[src/rtl/uart_rx_sampler.sv]
// rtl/uart_rx_sampler.sv - 16x oversampling 8N1 UART receiver; define UART_RX_PARITY_EN for an even parity bit after D7
module uart_rx_sampler #(
  parameter int CLK_HZ = 100_000_000,
  parameter int BAUD   = 9600,
  parameter int OSR    = 16,
  parameter int DIV    = CLK_HZ / (BAUD * OSR)
) (
  input  logic       clk,
  input  logic       reset,
  input  logic       rx,
  output logic [7:0] o_rx_data,
  output logic       o_rx_done,
  output logic       o_frame_err,
  output logic       o_parity_err,
  output logic       o_busy
);

  localparam int            CW        = $clog2(DIV);
  localparam logic [CW-1:0] TICK_LAST = CW'(DIV - 1);
  localparam logic [3:0]    SMP_LAST  = 4'(OSR - 1);
  localparam logic [3:0]    SMP_MID   = 4'(OSR / 2 - 1);

  typedef enum logic [2:0] {
    S_IDLE,
    S_START,
    S_DATA,
`ifdef UART_RX_PARITY_EN
    S_PARITY,
`endif
    S_STOP
  } state_t;

  state_t        state, state_next;
  logic          rx_meta, rx_s, rx_d;
  logic          fall, tick, at_mid, at_end;
  logic [CW-1:0] tick_cnt;
  logic [3:0]    smp_cnt;
  logic [2:0]    bit_idx;
  logic [7:0]    shreg;
  logic          par_bad;
  logic          done_nxt, ferr_nxt;
`ifdef UART_RX_PARITY_EN
  logic          perr_nxt;
`endif

  // rx_d is the edge-detect history flop behind the 2-FF synchronizer
  always_ff @(posedge clk or posedge reset) begin
    if (reset) begin
      rx_meta <= 1'b1;
      rx_s    <= 1'b1;
      rx_d    <= 1'b1;
    end else begin
      rx_meta <= rx;
      rx_s    <= rx_meta;
      rx_d    <= rx_s;
    end
  end

  assign fall   = rx_d & ~rx_s;
  assign tick   = (tick_cnt == TICK_LAST);
  assign at_mid = tick && (smp_cnt == SMP_MID);
  assign at_end = tick && (smp_cnt == SMP_LAST);

  always_ff @(posedge clk or posedge reset) begin
    if (reset) state <= S_IDLE;
    else       state <= state_next;
  end

  always_comb begin
    state_next = state;
    case (state)
      S_IDLE:  if (fall) state_next = S_START;
      S_START: if (at_mid) state_next = rx_s ? S_IDLE : S_DATA;
      S_DATA: begin
        if (at_end && bit_idx == 3'd7) begin
`ifdef UART_RX_PARITY_EN
          state_next = S_PARITY;
`else
          state_next = S_STOP;
`endif
        end
      end
`ifdef UART_RX_PARITY_EN
      S_PARITY: if (at_end) state_next = S_STOP;
`endif
      S_STOP:  if (at_end) state_next = S_IDLE;
      default: state_next = S_IDLE;
    endcase
  end

  // Framing error outranks parity error so a frame raises at most one pulse
  always_comb begin
    o_busy   = (state != S_IDLE);
    done_nxt = 1'b0;
    ferr_nxt = 1'b0;
`ifdef UART_RX_PARITY_EN
    perr_nxt = 1'b0;
`endif
    if (state == S_STOP && at_end) begin
      if (!rx_s)
        ferr_nxt = 1'b1;
`ifdef UART_RX_PARITY_EN
      else if (par_bad)
        perr_nxt = 1'b1;
`endif
      else
        done_nxt = 1'b1;
    end
  end

  // Holding the tick counter at zero in IDLE puts the first tick DIV clocks after the edge
  always_ff @(posedge clk or posedge reset) begin
    if (reset) begin
      tick_cnt <= '0;
      smp_cnt  <= '0;
      bit_idx  <= '0;
      shreg    <= '0;
    end else begin
      if (state == S_IDLE || tick) tick_cnt <= '0;
      else                         tick_cnt <= tick_cnt + 1'b1;

      if (state == S_IDLE || (state == S_START && at_mid)) smp_cnt <= '0;
      else if (tick)                                       smp_cnt <= smp_cnt + 1'b1;

      if (state == S_IDLE)                 bit_idx <= '0;
      else if (state == S_DATA && at_end)  bit_idx <= bit_idx + 1'b1;

      if (state == S_DATA && at_end) shreg <= {rx_s, shreg[7:1]};
    end
  end

`ifdef UART_RX_PARITY_EN
  always_ff @(posedge clk or posedge reset) begin
    if (reset)                            par_bad <= 1'b0;
    else if (state == S_IDLE)             par_bad <= 1'b0;
    else if (state == S_PARITY && at_end) par_bad <= rx_s ^ (^shreg);
  end

  always_ff @(posedge clk or posedge reset) begin
    if (reset) o_parity_err <= 1'b0;
    else       o_parity_err <= perr_nxt;
  end
`else
  assign par_bad      = 1'b0;
  assign o_parity_err = 1'b0;
`endif

  always_ff @(posedge clk or posedge reset) begin
    if (reset) begin
      o_rx_data   <= 8'h00;
      o_rx_done   <= 1'b0;
      o_frame_err <= 1'b0;
    end else begin
      o_rx_done   <= done_nxt && !par_bad;
      o_frame_err <= ferr_nxt;
      if (done_nxt && !par_bad) o_rx_data <= shreg;
    end
  end

endmodule

[config.mk]
export PLATFORM = sky130hd
export DESIGN_NAME = uart_rx_sampler
export DESIGN_NICKNAME = d
export VERILOG_FILES = /design/src/rtl/uart_rx_sampler.sv
export SDC_FILE = /design/constraint.sdc
export NUM_CORES = 1
export LEC_CHECK = 0
export ABC_CLOCK_PERIOD_IN_PS = 2050
export BUFFER_PORTS_ARGS = -buffer_cell sky130_fd_sc_hd__clkbuf_2
export CORE_MARGIN = 3
export CORE_UTILIZATION = 36
export CTS_CLUSTER_DIAMETER = 40
export CTS_CLUSTER_SIZE = 14
export DETAILED_ROUTE_END_ITERATION = 10
export MAX_ROUTING_LAYER = met4
export SLEW_MARGIN = 20
export SYNTH_ARGS = -nofsm -noshare
export SYNTH_HDL_FRONTEND = slang
export SYNTH_SLANG_ARGS = --single-unit
[constraint.sdc]
create_clock -name clk -period 2.05 [get_ports clk]
set_clock_uncertainty 0.15 [all_clocks]
set_input_delay 0.205 -clock clk [delete_from_list [all_inputs] [get_ports clk]]
set_output_delay 0.205 -clock clk [all_outputs]
set_load 0.05 [all_outputs]
==> impl_metrics.py, run 1 <==
metrics = {
    "logic_synthesis": {
        "synth_top_family_by_area": "simple AND/OR/NAND/NOR gates",
        "synthXorXnorAreaFrac": 0.0438,
        "synthSimpleGateAreaFrac": 0.186,
        "synth_nets": 165,
        "syn_area_per_cell_um2": 11.5,
        "yosysTopAreaCell": "dfrtp_1",
        "netlist_area_um2": 1800,
        "yosysTopAreaCellShare": 0.514,
        "synth_cells": 157,
        "yosysUniqueCellTypes": 35,
        "synth_most_common_cell": "dfrtp_1",
        "synth_mux_area_frac": 0.100,
        "ys.warnings.count": 0,
        "synth_area_leaders": "dfrtp_1 51%, mux2_2 10%, dfstp_2 4.4%, nor2_1 3.5%, ha_1 3.5%",
        "seq_area_frac_synth": 0.558,
        "yosys-top-cells-count": "37 x dfrtp_1, 17 x nor2_1, 16 x mux2_2",
        "synth_compound_area_frac": 0.0507,
        "synth.ff_latch_count": 40,
        "synth_async_sr_flop_share": 1.00,
        "synth_edf_count": 0,
        "yosys_most_used_dff": "dfrtp_1",
        "synthAdderAreaFrac": 0.0347,
    },
    "placement": {
        "dp_hpwl_mm": 2.23,
        "gp_congestion": 0.816,
        "place_area_um2": 1980,
        "port_buffers": 13,
        "pre_cts_slack_ps": 52.1,
    },
    "power_and_ir_drop": {
        "cell_internal_pwr_mw": 1.24,
        "ir_drop_v": 0.000443,
        "seq_power_share": 0.552,
        "clockPowerShare": 0.306,
        "p_comb_frac": 0.142,
        "power.density_nw_per_um2": 829,
        "p_sw_frac": 0.288,
        "leakagePower_nw": 0.986,
        "p_sw_mw": 0.501,
    },
    "cts": {
        "clock_sinks": 40,
        "numCtsBuffers": 5,
        "clk_pin_slew_ps": 70,
        "cts_root_buf": "clkbuf_8",
        "cts_buffer_depth": 2,
        "htree_levels": 2,
        "clk_latency_ps": 290,
        "cts_setup_buffers": 0,
        "cts_tree": "built",
    },
    "setup_path": {
        "cp-end-kind": "register",
        "crit_slowest_cell": "dfrtp_1",
        "critPathLaunchType": "register",
        "cp_data_required_time_ps": 2070,
        "path_delay_family": "simple AND/OR/NAND/NOR gates",
        "crit_type": "reg2reg",
        "crit_fanout": 8,
        "cp_data_arrival_time_ps": 1920,
        "r2r.worst_path.cells": 7,
        "path_cells": "inv_1, ha_1, and3b_2, nand4_4, nor2_2, buf_12, mux2_2",
        "worst-path-stages": 7,
        "slowest_delay_ps": 390,
        "crit_buf_inv": 2,
    },
    "layout": {
        "final_area_um2": 2100,
        "antenna_cells": 0,
        "regArea_um2": 1000,
        "syn_to_final_growth_pct": 16.5,
        "final_net_count": 188,
        "multi_input_area_um2": 758,
        "n_fill_cell": 447,
        "drive_gt1_frac": 0.287,
    },
    "detailed_routing": {
        "drt-total-wl_mm": 3.15,
        "drt_pass1_iterations": 4,
        "drcViolationCount": 0,
        "drtIter0Drc": 101,
        "vias": 1211,
        "drtAntennaViolNets": 0,
        "wire_per_inst_um": 12.7,
        "viasPerCell": 4.88,
    },
    "sta": {
        "fin_crit_sh": 0.925,
        "min_period_ps": 1900,
        "setup_viol_count_final": 0,
        "hold_violations": 0,
        "max_freq_ghz": 0.528,
        "fin_tns_setup_ps": 0,
        "slew_violations": 0,
        "setup_ws_ps": 154,
        "rsz0062_at_grt": "no",
    },
    "worst_hold_path": {
        "hold_class": "reg2reg",
        "whs_path_depth": 0,
    },
    "global_routing": {
        "grt_max_degree": 41,
        "antenna_found_initial": 0,
        "grt_pass1_vias": 1211,
        "grt_first_pass_wirelength_mm": 5.87,
        "grt_use_total": 0.129,
        "grt_remaining_overflow": 0,
    },
    "status": {
        "status": "finished, final reports clean",
    },
    "die": {
        "start_util": 0.376,
        "core_area_um2": 4790,
        "io_pins": 15,
        "fp-row-count": 25,
        "dieArea_um2": 5890,
        "die_x_um": 76.7,
        "die_height_um": 76.7,
    },
    "flow_run": {
        "drv_cap": 0,
    },
}
==> path summary, 6_finish.rpt <==
| path | slack (ps) | from | end |
|---|---|---|---|
| max in group asynchronous | 980 | reset | rx_s |
| min in group asynchronous | 410 | reset | o_rx_data[5] |
| min reg2reg | 210 | rx_meta | rx_s |
| max reg2reg | 150 | tick_cnt[0] | o_rx_data[6] |
| min | 210 | rx_meta | rx_s |
| max | 150 | tick_cnt[0] | o_rx_data[6] |
==> stage by stage <==
step / total power [mW] / instances / util / hold WS [ps]
floorplan: 1.15 / 157 / - / 59.5
global placement: 1.20 / 238 / 0.413 / 152
detailed placement: 1.22 / 238 / 0.413 / 156
CTS: 1.76 / 248 / 0.437 / 208
global route: 1.84 / 248 / 0.438 / 211
finish: 1.74 / 248 / 0.438 / 207
==> cells in the final DEF, fill, tap and decap left out, drive strengths merged, types with 2 or more instances in the layout <==
cell type / instances
dfrtp: 37
nor2: 20
clkbuf: 19
mux2: 16
nand2: 12
nand3: 9
inv: 8
a21oi: 7
xnor2: 6
nor3: 5
ha: 5
nand4: 4
buf: 4
and3: 3
xor2: 3
dfstp: 3
a31oi: 2
clkinv: 2
dlygate4sd3: 2
==> final cells by class <==
type	instances	share of cell area
clock inverter	2	0.00477
sequential	40	0.479
inverter	8	0.0143
timing repair buffer	19	0.0609
multi-input combinational	106	0.362
tap	67	0.0400
clock buffer	6	0.0394
==> logic make-up (layout without fill, tap and decap cells) <==
logic type	after synthesis	in the layout
muxes	16	16
other	1	1
xor gates and xnor gates	9	9
and+or+nand+nor	60	60
AOI/OAI and AO/OA	15	15
adders and majority gates	5	5
DFF	40	40
buffers and inverters	11	35
==> power by group through the flow <==
stage | logic (mW) | clock network (mW) | registers (mW)
floorplan | 0.197 | 0 | 0.953
global placement | 0.234 | 0 | 0.966
detailed placement | 0.246 | 0 | 0.970
CTS | 0.252 | 0.550 | 0.955
global route | 0.288 | 0.586 | 0.970
finish | 0.246 | 0.532 | 0.960
==> registers in the layout, summed over array words and instances (netlist names) <==
name,flops
o_rx_data,8
smp_cnt,4
rx_s,1
o_frame_err,1
o_rx_done,1
shreg,8
rx_d,1
bit_idx,3
state,2
rx_meta,1
tick_cnt,10
==> timing repair <==
action,4_1_cts,5_1_grt
resized for setup,0,2
setup endpoints to repair,0,9
endpoints found under the hold margin,38,0
hold buffers,2,0
==> metal layers <==
metal  part of all wire  vias to the layer above  GRT usage
met5                  0                        -          -
met4              0.014                        0     0.0543
met3              0.031                        5     0.0352
met2               0.50                       14      0.196
met1               0.46                      603      0.163
li1                   -                      589          -
No activity file was read; power rests on OpenSTA's default activity.
==> run 2, diff against run 1 <==
Settings changed: CELL_PAD_IN_SITES_DETAIL_PLACEMENT from default to 0, CELL_PAD_IN_SITES_GLOBAL_PLACEMENT from default to 1, PLACE_DENSITY_LB_ADDON from default to 0.1.
==> impl_metrics.py, run 2 (synthesized netlist as in run 1, its figures left out) <==
metrics = {
    "setup_path": {
        "cp-end-kind": "register",
        "r2r.worst_path.cells": 7,
        "crit_fanout": 8,
        "critPathLaunchType": "register",
        "crit_type": "reg2reg",
        "cp_data_required_time_ps": 2070,
        "cp_data_arrival_time_ps": 1940,
    },
    "power_and_ir_drop": {
        "power.density_nw_per_um2": 912,
        "seq_power_share": 0.479,
        "ir_drop_v": 0.000423,
        "clockPowerShare": 0.384,
        "cell_internal_pwr_mw": 1.47,
        "p_comb_frac": 0.137,
        "leakagePower_nw": 1.02,
        "p_sw_frac": 0.256,
        "totalPowerFinal_mw": 1.97,
        "p_sw_mw": 0.506,
    },
    "flow_run": {
        "drv_cap": 0,
    },
    "detailed_routing": {
        "drt_pass1_iterations": 4,
        "drtAntennaViolNets": 0,
        "viasPerCell": 4.77,
        "wl_met1_mm": 1.63,
        "vias": 1203,
        "drt-total-wl_mm": 3.41,
        "drtIter0Drc": 42,
        "dr_wl_met3_um": 89,
        "top_layer_used": "met4",
        "wire_per_inst_um": 13.5,
        "wl_met2_mm": 1.64,
        "drcViolationCount": 0,
    },
    "sta": {
        "fin_crit_sh": 0.933,
        "relSlewSlack": 0.666,
        "worstMarginPinSlew_ps": 501,
        "slew_violations": 0,
        "hold_violations": 0,
        "setup_viol_count_final": 0,
        "rsz0062_at_grt": "no",
        "min_period_ps": 1910,
        "fin_tns_setup_ps": 0,
        "max_freq_ghz": 0.523,
    },
    "layout": {
        "final_cells": 252,
        "final_cell_mix": "37 x dfrtp_1, 17 x nor2_1, 16 x mux2_2, 13 x clkbuf_2, 12 x nand2_1",
        "final_net_count": 192,
        "syn_to_final_growth_pct": 20.2,
        "top_regs": "tick_cnt: 10 flops, o_rx_data: 8 flops, shreg: 8 flops",
        "antenna_cells": 0,
        "regMostFlops": "tick_cnt",
        "largest_register_ffs": 10,
        "final_common_cell": "dfrtp_1",
        "n_fill_cell": 462,
        "drive_gt1_frac": 0.292,
    },
    "placement": {
        "placed_cells": 242,
        "dp_hpwl_mm": 2.45,
        "port_buffers": 13,
        "gp_congestion": 0.734,
    },
    "cts": {
        "htree_levels": 2,
        "numCtsBuffers": 5,
        "clk_pin_slew_ps": 80,
        "cts_setup_buffers": 0,
        "cts_tree": "built",
        "clk_latency_ps": 290,
        "cts_root_buf": "clkbuf_8",
        "cts_buffer_depth": 2,
        "clock_sinks": 40,
    },
    "die": {
        "dieArea_um2": 5890,
        "die_height_um": 76.7,
        "fp-row-count": 25,
        "core_area_um2": 4790,
        "die_x_um": 76.7,
        "start_util": 0.376,
        "io_pins": 15,
    },
    "global_routing": {
        "grt_max_degree": 41,
        "grt_pass1_vias": 1263,
        "antenna_found_initial": 0,
        "grt_first_pass_wirelength_mm": 6.11,
        "grt_use_total": 0.134,
        "grt_remaining_overflow": 0,
    },
    "status": {
        "status": "finished, final reports clean",
    },
    "worst_hold_path": {
        "whs_path_depth": 0,
        "hold_class": "reg2reg",
    },
}
-- run 2: cell count changes in the layout (fill, tap and decap cells not counted) --
cell,previous run,this run
clkbuf_8,6,5
clkinv_2,2,0
nor2_2,2,1
buf_4,3,7
nor2_1,16,17
bufinv_16,0,2
clkbuf_1,0,1
-- run 2: worst paths after layout --
check / from / to / slack, ps
worst max-delay path: tick_cnt[0] / o_rx_data[3] / 140
worst min-delay path: rx_meta / rx_s / 210
worst max register to register: tick_cnt[0] / o_rx_data[3] / 140
worst min register to register: rx_meta / rx_s / 210
max in group asynchronous: reset / rx_d / 970
min in group asynchronous: reset / bit_idx[1] / 410
-- run 2: metrics by stage --
step | utilization | setup slack (ps) | area, um2 | hold WS, ps
floorplan | - | 153 | 1800 | 59.5
global placement | 0.419 | 87.5 | 2010 | 145
detailed placement | 0.419 | 35.5 | 2010 | 144
CTS | 0.451 | 29.0 | 2160 | 209
global route | 0.452 | 8.52 | 2160 | 212
finish | 0.452 | 138 | 2160 | 209
-- run 2: repair_timing --
| action | CTS | global route |
|---|---|---|
| hold endpoints to repair | 38 | 0 |
| setup endpoints to repair | 0 | 8 |
| hold buffers | 2 | 0 |
| gates resized for setup | 0 | 1 |
-- run 2: cell type report --
class / instances / area (um2) / share of cell area
inverters: 8 / 30.0 / 0.0139
well taps: 67 / 83.8 / 0.0387
flip-flops and latches: 40 / 1000 / 0.464
multi-input cells: 106 / 756 / 0.349
clock buffers: 6 / 72.6 / 0.0335
clock inverters: 2 / 60.1 / 0.0277
repair buffers: 23 / 158 / 0.0728
-- run 2: layer usage --
metal	up-vias	global-route usage
li1	592	-
met3	7	0.0329
met1	593	0.175
met2	11	0.199
met4	0	0.0562
met5	-	-
-- run 2: critical path: stages, from the launching register on --
cell     delay, ps
dfrtp_1        380
inv_1           60
ha_1           130
and3b_2        270
nand4_4        150
nor2_2         160
buf_12         140
mux2_2         340
-- run 2: power groups by stage --
stage          combinational (mW)  sequential (mW)  clock (mW)
2_1_floorplan               0.197            0.953           0
3_3_place_gp                0.261            0.961           0
3_5_place_dp                0.271            0.964           0
4_1_cts                     0.277            0.947       0.783
5_1_grt                     0.306            0.962       0.819
6_report                    0.271            0.946       0.757
==> run 3, diff against run 2 <==
Settings changed: MAX_ROUTING_LAYER met4 to default.
==> impl_metrics.py, run 3 (synthesized netlist as in run 1, its figures left out) <==
metrics = {
    "sta": {
        "slew_violations": 0,
        "min_period_ps": 1910,
        "fin_tns_setup_ps": 0,
        "rsz0062_at_grt": "no",
        "relSlewSlack": 0.666,
        "setup_ws_ps": 138,
        "worstMarginPinSlew_ps": 501,
        "max_freq_ghz": 0.523,
        "fin_crit_sh": 0.933,
        "hold_violations": 0,
        "setup_viol_count_final": 0,
    },
    "detailed_routing": {
        "viasPerCell": 4.75,
        "drtIter0Drc": 43,
        "wire_per_inst_um": 13.6,
        "drtAntennaViolNets": 0,
        "drt_pass1_iterations": 4,
        "vias": 1198,
        "drcViolationCount": 0,
        "drt-total-wl_mm": 3.42,
    },
    "layout": {
        "multi_input_area_um2": 756,
        "top_regs": "tick_cnt: 10 flops, o_rx_data: 8 flops, shreg: 8 flops",
        "regArea_um2": 1000,
        "final_cell_mix": "37 x dfrtp_1, 17 x nor2_1, 16 x mux2_2, 13 x clkbuf_2, 12 x nand2_1",
        "syn_to_final_growth_pct": 20.2,
        "drive_gt1_frac": 0.292,
        "regMostFlops": "tick_cnt",
        "n_fill_cell": 462,
        "largest_register_ffs": 10,
        "final_net_count": 192,
        "antenna_cells": 0,
        "final_common_cell": "dfrtp_1",
    },
    "setup_path": {
        "slowest_delay_ps": 380,
        "cp_data_required_time_ps": 2070,
        "crit_slowest_cell": "dfrtp_1",
        "crit_fanout": 8,
        "cp-end-kind": "register",
        "cp_data_arrival_time_ps": 1940,
        "critPathLaunchType": "register",
        "crit_buf_inv": 2,
        "path_cells": "inv_1, ha_1, and3b_2, nand4_4, nor2_2, buf_12, mux2_2",
        "path_delay_family": "simple AND/OR/NAND/NOR gates",
        "crit_type": "reg2reg",
    },
    "power_and_ir_drop": {
        "leakagePower_nw": 1.02,
        "totalPowerFinal_mw": 1.97,
        "ir_drop_v": 0.000423,
        "power.density_nw_per_um2": 912,
    },
    "global_routing": {
        "grt_first_pass_wirelength_mm": 6.12,
        "antenna_found_initial": 0,
        "grt_remaining_overflow": 0,
        "grt_max_degree": 41,
        "grt_pass1_vias": 1259,
        "grt_use_total": 0.130,
    },
    "placement": {
        "dp_hpwl_mm": 2.45,
        "pre_cts_slack_ps": 35.5,
        "port_buffers": 13,
        "gp_congestion": 0.725,
    },
    "flow_run": {
        "drv_cap": 0,
    },
    "cts": {
        "cts_root_buf": "clkbuf_8",
        "clock_sinks": 40,
        "clk_latency_ps": 290,
        "htree_levels": 2,
        "numCtsBuffers": 5,
        "cts_setup_buffers": 0,
        "clk_pin_slew_ps": 80,
        "cts_buffer_depth": 2,
        "cts_tree": "built",
    },
    "status": {
        "status": "finished, final reports clean",
    },
    "die": {
        "io_pins": 15,
        "die_x_um": 76.7,
        "start_util": 0.376,
        "die_height_um": 76.7,
        "fp-row-count": 25,
        "core_area_um2": 4790,
        "dieArea_um2": 5890,
    },
    "worst_hold_path": {
        "hold_class": "reg2reg",
    },
}
## run 3: path summary, 6_finish.rpt
path / start / endpoint / slack, ps / cells after the start
worst max-delay path: tick_cnt[0] / o_rx_data[3] / 140 / 7
worst min-delay path: rx_meta / rx_s / 210 / 0
worst max register to register: tick_cnt[0] / o_rx_data[3] / 140 / 7
worst min register to register: rx_meta / rx_s / 210 / 0
max in group asynchronous: reset / rx_d / 970 / 4
min in group asynchronous: reset / o_rx_data[7] / 410 / 4
## run 3: cell type report
cell class,count,area share
clock buffer,6,0.0335
tap,67,0.0387
timing repair buffer,23,0.0728
sequential,40,0.464
multi-input combinational,106,0.349
clock inverter,2,0.0277
inverter,8,0.0139
## run 3: what timing repair did
item                                    CTS  global route
endpoints found under the setup margin    0             8
hold buffers                              2             0
hold endpoints to repair                 38             0
resized for setup                         0             1
## run 3: routing by layer
metal  track usage  wire length [um]  share of wire
met4        0.0562                51          0.015
met3        0.0329                89          0.026
met5             0                 0              0
met1         0.175              1640           0.48
met2         0.199              1640           0.48
## run 3: power by group
part / switching (mW) / total [mW] / internal [mW]
Clock: 0.272 / 0.758 / 0.487
Combinational: 0.151 / 0.271 / 0.119
Sequential: 0.0836 / 0.945 / 0.862
## run 3: stage by stage
step	area [um2]	hold slack, ps	utilization	std cells
floorplan	1800	59.5	-	157
global route	2160	212	0.452	252
CTS	2160	209	0.451	252
finish	2160	209	0.452	252
detailed placement	2010	144	0.419	242
global placement	2010	145	0.419	242
